**src/rtl/spi_master_arbiter.sv**
```systemverilog
// spi_master_arbiter
//
// Shares one SPI master transaction port between up to NUM_REQ requesters
// (for example the front-panel control FSM and a background register
// poller). Arbitration is round-robin with one complete SPI transaction per
// grant. For the granted requester the block latches its command and write
// data, strobes the master, returns the read data and drives the MISO-mux
// target ID.
//
// Parameters:
//   NUM_REQ         number of requesters, 2..4
//   TIMEOUT_CYCLES  watchdog limit in clocks (only with ARB_TIMEOUT_EN)
//
// Optional feature macro: ARB_TIMEOUT_EN
//   Defined   : a watchdog aborts a stuck START/WAIT after TIMEOUT_CYCLES,
//               pulsing req_done and req_err together with req_rdata = 0.
//   Undefined : no counter; START and WAIT wait forever; req_err stays 0.
//
// Ports:
//   clk, rst            system clock, synchronous active-high reset
//   req_valid           per-requester request level, held until req_done
//   req_cmd, req_wdata  flattened 16-bit command / write data per requester
//   req_done, req_err   one-cycle completion / timeout pulse to the grantee
//   req_rdata           read data of the last transaction (held)
//   grant_idx           current or last granted requester
//   arb_busy            high from grant until req_done
//   master_start_tx     one-cycle start strobe to the SPI master
//   master_spi_busy     SPI master busy
//   master_tx_done      SPI master completion pulse
//   master_cmd_packet   latched command of the grantee
//   master_data_wr      latched write data of the grantee
//   master_data_rd      SPI master read data
//   miso_sel_id         MISO-mux slave ID, equals master_cmd_packet[13:11]

module spi_master_arbiter #(
  parameter int NUM_REQ        = 4,
  parameter int TIMEOUT_CYCLES = 1000000
) (
  input  logic                   clk,
  input  logic                   rst,
  input  logic [NUM_REQ-1:0]     req_valid,
  input  logic [16*NUM_REQ-1:0]  req_cmd,
  input  logic [16*NUM_REQ-1:0]  req_wdata,
  output logic [NUM_REQ-1:0]     req_done,
  output logic [NUM_REQ-1:0]     req_err,
  output logic [15:0]            req_rdata,
  output logic [1:0]             grant_idx,
  output logic                   arb_busy,
  output logic                   master_start_tx,
  input  logic                   master_spi_busy,
  input  logic                   master_tx_done,
  output logic [15:0]            master_cmd_packet,
  output logic [15:0]            master_data_wr,
  input  logic [15:0]            master_data_rd,
  output logic [2:0]             miso_sel_id
);

  typedef enum logic [1:0] {
    IDLE  = 2'd0,
    START = 2'd1,
    WAIT  = 2'd2,
    DONE  = 2'd3
  } state_t;

  state_t state, state_next;

  logic [1:0]         rr_ptr, rr_ptr_next;
  logic [NUM_REQ-1:0] req_done_next, req_err_next;
  logic [15:0]        req_rdata_next;
  logic [1:0]         grant_next;
  logic               arb_busy_next;
  logic               start_next;
  logic [15:0]        cmd_next, wdata_next;
  logic [2:0]         miso_next;

  logic               win_found;
  logic [1:0]         win_idx;
  logic [2:0]         cand;
  logic [15:0]        win_cmd, win_wdata;
  logic [NUM_REQ-1:0] grant_onehot;
  logic               timeout_hit;
  logic               finish_now;
  logic               timed_out;

  // Round-robin scan: offsets 0..NUM_REQ-1 from rr_ptr, wrapped modulo
  // NUM_REQ by a single conditional subtract (NUM_REQ need not be a power
  // of two). The first pending requester found wins.
  always_comb begin
    win_found = 1'b0;
    win_idx   = 2'd0;
    cand      = 3'd0;
    for (int k = 0; k < NUM_REQ; k++) begin
      cand = {1'b0, rr_ptr} + 3'(k);
      if (cand >= 3'(NUM_REQ)) begin
        cand = cand - 3'(NUM_REQ);
      end
      if (!win_found && req_valid[cand[1:0]]) begin
        win_found = 1'b1;
        win_idx   = cand[1:0];
      end
    end
  end

  assign win_cmd      = req_cmd[16*win_idx +: 16];
  assign win_wdata    = req_wdata[16*win_idx +: 16];
  assign grant_onehot = NUM_REQ'(1) << grant_idx;

`ifdef ARB_TIMEOUT_EN
  localparam int CNT_W = $clog2(TIMEOUT_CYCLES + 1);

  logic [CNT_W-1:0] wd_cnt;

  // Watchdog restarts on every state change and only runs while START or
  // WAIT is being held.
  always_ff @(posedge clk) begin
    if (rst || (state_next != state) || (state == IDLE) || (state == DONE)) begin
      wd_cnt <= '0;
    end else begin
      wd_cnt <= wd_cnt + CNT_W'(1);
    end
  end

  // Fires in the last counted cycle so the registered req_done lands exactly
  // TIMEOUT_CYCLES clocks after the state was entered.
  assign timeout_hit = (wd_cnt == CNT_W'(TIMEOUT_CYCLES - 1));
`else
  // No watchdog: nothing ever times out. The AND with zero keeps
  // TIMEOUT_CYCLES referenced so both builds share one parameter list.
  assign timeout_hit = 1'b0 & (TIMEOUT_CYCLES != 0);
`endif

  always_ff @(posedge clk) begin
    if (rst) begin
      state             <= IDLE;
      rr_ptr            <= 2'd0;
      req_done          <= '0;
      req_err           <= '0;
      req_rdata         <= 16'h0000;
      grant_idx         <= 2'd0;
      arb_busy          <= 1'b0;
      master_start_tx   <= 1'b0;
      master_cmd_packet <= 16'h0000;
      master_data_wr    <= 16'h0000;
      miso_sel_id       <= 3'd0;
    end else begin
      state             <= state_next;
      rr_ptr            <= rr_ptr_next;
      req_done          <= req_done_next;
      req_err           <= req_err_next;
      req_rdata         <= req_rdata_next;
      grant_idx         <= grant_next;
      arb_busy          <= arb_busy_next;
      master_start_tx   <= start_next;
      master_cmd_packet <= cmd_next;
      master_data_wr    <= wdata_next;
      miso_sel_id       <= miso_next;
    end
  end

  // Next-state and next-output logic. Every output is registered, so this
  // block computes the value each register takes at the coming edge.
  // Latched command/data/ID hold between grants so late MISO data stays
  // routed to the last target.
  always_comb begin
    state_next     = state;
    rr_ptr_next    = rr_ptr;
    req_done_next  = '0;
    req_err_next   = '0;
    req_rdata_next = req_rdata;
    grant_next     = grant_idx;
    arb_busy_next  = arb_busy;
    start_next     = 1'b0;
    cmd_next       = master_cmd_packet;
    wdata_next     = master_data_wr;
    miso_next      = miso_sel_id;
    finish_now     = 1'b0;
    timed_out      = 1'b0;

    case (state)
      IDLE: begin
        if (win_found) begin
          cmd_next      = win_cmd;
          wdata_next    = win_wdata;
          miso_next     = win_cmd[13:11];
          grant_next    = win_idx;
          arb_busy_next = 1'b1;
          state_next    = START;
        end
      end
      START: begin
        // Busy may be a leftover from a transfer started before a reset;
        // never strobe until the master reports idle.
        if (!master_spi_busy) begin
          start_next = 1'b1;
          state_next = WAIT;
        end else if (timeout_hit) begin
          finish_now = 1'b1;
          timed_out  = 1'b1;
        end
      end
      WAIT: begin
        if (master_tx_done) begin
          req_rdata_next = master_data_rd;
          finish_now     = 1'b1;
        end else if (timeout_hit) begin
          finish_now = 1'b1;
          timed_out  = 1'b1;
        end
      end
      DONE: begin
        // Gap cycle: the requester drops req_valid on the req_done edge, so
        // skipping arbitration here keeps the stale level from re-granting.
        state_next = IDLE;
      end
      default: begin
        state_next = IDLE;
      end
    endcase

    if (finish_now) begin
      req_done_next = grant_onehot;
      if (timed_out) begin
        req_err_next   = grant_onehot;
        req_rdata_next = 16'h0000;
      end
      arb_busy_next = 1'b0;
      rr_ptr_next   = (grant_idx == 2'(NUM_REQ - 1)) ? 2'd0 : grant_idx + 2'd1;
      state_next    = DONE;
    end
  end

endmodule

```
**config.mk**
```make
export PLATFORM = sky130hd
export DESIGN_NAME = spi_master_arbiter
export DESIGN_NICKNAME = d
export VERILOG_FILES = /design/src/rtl/spi_master_arbiter.sv
export SDC_FILE = /design/constraint.sdc
export NUM_CORES = 1
export LEC_CHECK = 0
export BUFFER_PORTS_ARGS = -buffer_cell sky130_fd_sc_hd__buf_4
export CORE_AREA = 10 10 102 104
export CTS_BUF_LIST = sky130_fd_sc_hd__clkbuf_2
export CTS_CLUSTER_SIZE = 16
export DETAILED_ROUTE_END_ITERATION = 8
export DIE_AREA = 0 0 112 114
export PLACE_DENSITY_LB_ADDON = 0.2
export SYNTH_ARGS = -nofsm -noshare
export SYNTH_HDL_FRONTEND = slang
export SYNTH_SLANG_ARGS = --single-unit
```
**constraint.sdc**
```tcl
create_clock -name clk -period 1.5 [get_ports clk]
set_input_delay 0.15 -clock clk [delete_from_list [all_inputs] [get_ports clk]]
set_output_delay 0.15 -clock clk [all_outputs]
set_load 0.005 [all_outputs]
```
==> impl_metrics.py, run 1 <==
metrics = {
    "clock_tree": {
        "cts_num_sinks": 60,
        "ctsResizeCount": 46,
        "cts.path.max_buffers": 2,
        "cts_setup_buffers": 4,
        "cts_hold_buf": 128,
        "htreeDepth": 3,
        "cts_root_buf": "clkbuf_2",
        "cts_buffers": 9,
    },
    "synth": {
        "synth-edff-count": 0,
        "ys_warn_count": 0,
        "ys_types": 34,
        "syn_area_sq_um": 3180,
        "yosys_most_used_dff": "dfxtp_1",
        "postSynthAreaPerCell_sq_um": 11.2,
        "ys_ff_latch": 60,
        "async_flop_share_pct": 0,
        "synthCells": 283,
        "seq_area_frac_synth_pct": 37.8,
    },
    "place": {
        "gp_congestion": 0.854,
        "io_buffers": 210,
        "dp_worst_setup_slack_ps": -353,
        "placed_area_sq_um": 5060,
        "hpwl_mm": 9.47,
    },
    "run_status": {
        "run.stop_error": "[ERROR RSZ-0060] Max buffer count reached.",
        "status": "stopped before the end",
        "stop_stage": "clock tree synthesis",
    },
    "die": {
        "initial_core_util_pct": 37.6,
        "io_pins": 215,
        "die_y_um": 114,
        "row_count": 34,
        "die_w_um": 112,
    },
}
## cell families after synthesis
family,after synthesis,share of synthesized area (%)
multiplexers,67,21.1
buffers and inverters,29,7.08
other,1,0.118
AND/OR/NAND/NOR,61,10.0
adder cells (fa/ha/maj),5,1.97
AO/OA/AOI/OAI,60,22.0
flip-flops,60,37.8
## metrics by stage
stage	std cells	hold slack (ps)
after floorplan	286	283
after global placement	612	366
after detailed placement	612	373
## cells in the mapped netlist (all sizes together) (2+ instances only)
library cell / count / share of area, %
mux2i: 67 / 21
dfxtp: 60 / 38
nand2: 39 / 4.8
o221ai: 32 / 15
buf: 25 / 6.6
a22o: 17 / 4.7
nor2: 10 / 1.3
a21oi: 5 / 0.90
ha: 5 / 2.0
inv: 3 / 0.35
nand2b: 2 / 0.63
nor2b: 2 / 0.87
nor3: 2 / 0.67
nor3b: 2 / 0.47
==> inputs of run 2 (changes only) <==
- CORE_AREA: 10 10 102 104 -> 10 10 114 116
- CTS_BUF_LIST: sky130_fd_sc_hd__clkbuf_2 -> not set
- CTS_CLUSTER_SIZE: 16 -> not set
- DIE_AREA: 0 0 112 114 -> 0 0 124 126
- PLACE_DENSITY_LB_ADDON: 0.2 -> 0.15
- clock period: 1.5 -> 1.95 ns (I/O delays scaled with it)
==> run 2 against run 1 <==
The flow now finishes without violations. Synthesized cell count unchanged. Synthesized area is the same.
==> impl_metrics.py, run 2 <==
metrics = {
    "die": {
        "initial_core_util_pct": 29.7,
        "die_area_sq_um": 15600,
        "die_w_um": 124,
        "io_pins": 215,
        "die_y_um": 126,
        "row_count": 38,
        "coreArea_sq_um": 10700,
    },
    "setup_path": {
        "cp.required_ps": 2160,
        "cp-start-kind": "flip-flop",
        "crit_path_end_kind": "flip-flop",
        "crit_chain": "inv_1 > a21oi_1 > a2bb2oi_4 > buf_12 > mux2i_1 > o221ai_2",
        "endpoint": "master_data_wr[15]",
        "worstSetupStartpoint": "rr_ptr[0]",
        "ff2ff_path_depth": 6,
        "max_stage_delay_ps": 350,
        "path_class": "flip-flop to flip-flop",
        "worst_path_max_delay_cell": "dfxtp_1",
        "reg2reg_to": "master_data_wr[15]",
        "cp_top_family": "compound AO/OA/AOI/OAI gates",
        "crit-reg2reg-launch": "rr_ptr[0]",
        "ff2ff_setup_slack_ps": 170,
        "cp.depth": 6,
        "worstPathMaxFanout": 40,
        "path_buf_inv": 2,
        "arrival_ps": 1990,
    },
    "route": {
        "viasPerCell": 4.73,
        "routedWlPerCell_um": 18.1,
        "antenna_left": 0,
        "drtPass1Iterations": 4,
        "drt-initial-drc-count": 81,
        "drc": 0,
        "vias": 3013,
        "routed_wl_mm": 11.5,
    },
    "timing": {
        "fin_crit_ps": 1780,
        "setup_viol": 0,
        "fin_crit_sh_pct": 91.1,
        "fin_tns_setup_ps": 0,
        "finalHoldViolCount": 0,
        "fmax_mhz": 563,
        "fin_ws_ps": 175,
        "fin_skew_ps": 8.63,
        "worst_slew_pin_slew_ps": 709,
        "slew_viol_final": 0,
        "rsz0062_at_grt": "false",
        "slew_headroom_pct": 52.5,
    },
    "final_layout": {
        "layout_common_cells": "buf_4 (216), mux2i_1 (67), dfxtp_1 (60), nand2_1 (38), o221ai_2 (30)",
        "syn_to_final_growth_pct": 61.4,
        "final_nets": 649,
        "layout_commonest_cell": "buf_4",
        "top_regs": "master_cmd_packet (16), master_data_wr (16), req_rdata (16)",
        "num_antenna_cells": 0,
        "stdcell_area_sq_um": 5130,
        "final_layout_size_suffix_gt1_share_pct": 55.7,
        "fin_util_pct": 48.0,
    },
    "hold_path": {
        "min_path_type": "input pin to flip-flop",
    },
    "synth": {
        "syn_area_sq_um": 3180,
        "synth-edff-count": 0,
        "yosys_most_used_dff": "dfxtp_1",
        "async_flop_share_pct": 0,
        "netlist_top_cells_area": "dfxtp_1 (38%), mux2i_1 (21%), o221ai_2 (14%)",
        "synthCells": 283,
        "postSynthAreaPerCell_sq_um": 11.2,
        "synth_top_area_share_pct": 37.8,
        "seq_area_frac_synth_pct": 37.8,
        "ys_ff_latch": 60,
        "synth_top_cells_by_count": "mux2i_1 (67), dfxtp_1 (60), nand2_1 (38), o221ai_2 (30), a22o_1 (17)",
        "ys_types": 34,
        "yosysMostFrequentCell": "mux2i_1",
        "ys_warn_count": 0,
        "synth_top_area_cell": "dfxtp_1",
    },
    "clock_tree": {
        "cts_buffers": 9,
        "cts_setup_buffers": 0,
        "clk_pin_slew_ps": 80,
        "cts_num_sinks": 60,
        "cts.path.max_buffers": 2,
        "cts_tree": "done",
        "clock_latency_ps": 340,
        "cts_hold_buf": 0,
        "ctsResizeCount": 0,
        "cts_root_buf": "clkbuf_8",
        "htreeDepth": 3,
    },
    "run_status": {
        "status": "finished clean",
    },
    "global_routing": {
        "grt_overflow": 0,
        "grt_usage_pct": 14.0,
        "grt_pass1_wl_mm": 17.6,
        "grt_antenna_before_repair": 0,
        "first_global_vias": 3303,
        "grt_max_degree": 41,
    },
    "power_and_ir_drop": {
        "pwr_density_cell_nw_per_um2": 940,
        "leakagePower_nw": 2.31,
        "ir_worst_vdd_mv": 0.427,
        "finalPower_mw": 4.82,
    },
    "place": {
        "placed_area_sq_um": 4890,
        "hpwl_mm": 9.47,
        "dp_worst_setup_slack_ps": 165,
        "gp_congestion": 0.842,
        "io_buffers": 210,
    },
    "job": {
        "drv_cap": 0,
    },
}
run 2: cell counts after synthesis:
No cell type changed its count.
run 2: kinds of logic (layout without fill, tap and decap cells):
logic type | after synthesis | in the layout | share of synthesized area [%]
AO/OA/AOI/OAI | 60 | 60 | 22.0
adder cells (fa/ha/maj) | 5 | 5 | 1.97
buffers and inverters | 29 | 240 | 7.08
flip-flops | 60 | 60 | 37.8
multiplexers | 67 | 67 | 21.1
other | 1 | 4 | 0.118
AND/OR/NAND/NOR | 61 | 61 | 10.0
run 2: per-layer routing:
| layer | track usage, % | vias to the layer above | share of wire [%] |
|---|---|---|---|
| met5 | 0 | - | 0 |
| met4 | 2.64 | 0 | 0.76 |
| met3 | 6.75 | 8 | 13 |
| met2 | 23.9 | 144 | 47 |
| met1 | 15.6 | 1391 | 39 |
| li1 | - | 1470 | - |
run 2: worst min path at each step:
| stage | slack (ps) | endpoint | start | cells after the start |
|---|---|---|---|---|
| after floorplan | 330 | req_rdata[10] | master_data_rd[10] | 1 |
| after global placement | 410 | req_rdata[3] | master_data_rd[3] | 2 |
| after detailed placement | 420 | req_rdata[8] | master_data_rd[8] | 2 |
| after CTS | 50 | req_rdata[13] | master_data_rd[13] | 2 |
| after global routing | 50 | req_rdata[13] | master_data_rd[13] | 2 |
| final | 70 | req_rdata[15] | master_data_rd[15] | 2 |
run 2: area by class of cell:
type	count	area (sq um)
Clock buffer	9	124
Clock inverter	7	124
Fill cell	1000	5560
Inverter	3	11.3
Multi-Input combinational cell	197	1780
Sequential cell	60	1200
Tap cell	140	175
Timing Repair Buffer	221	1720
run 2: power breakdown:
part | internal (mW) | leakage (nW) | switching, mW
registers | 1.49 | 0.492 | 0.168
logic | 0.990 | 1.70 | 0.782
clock network | 0.857 | 0.120 | 0.537
total | 3.34 | 2.31 | 1.49
run 2: through the flow:
step | cells | hold WS [ps]
final | 637 | 66.3
after global routing | 637 | 46.7
after CTS | 637 | 48.7
after detailed placement | 621 | 419
after global placement | 621 | 410
after floorplan | 286 | 328
(Power assumes the default switching activity.)
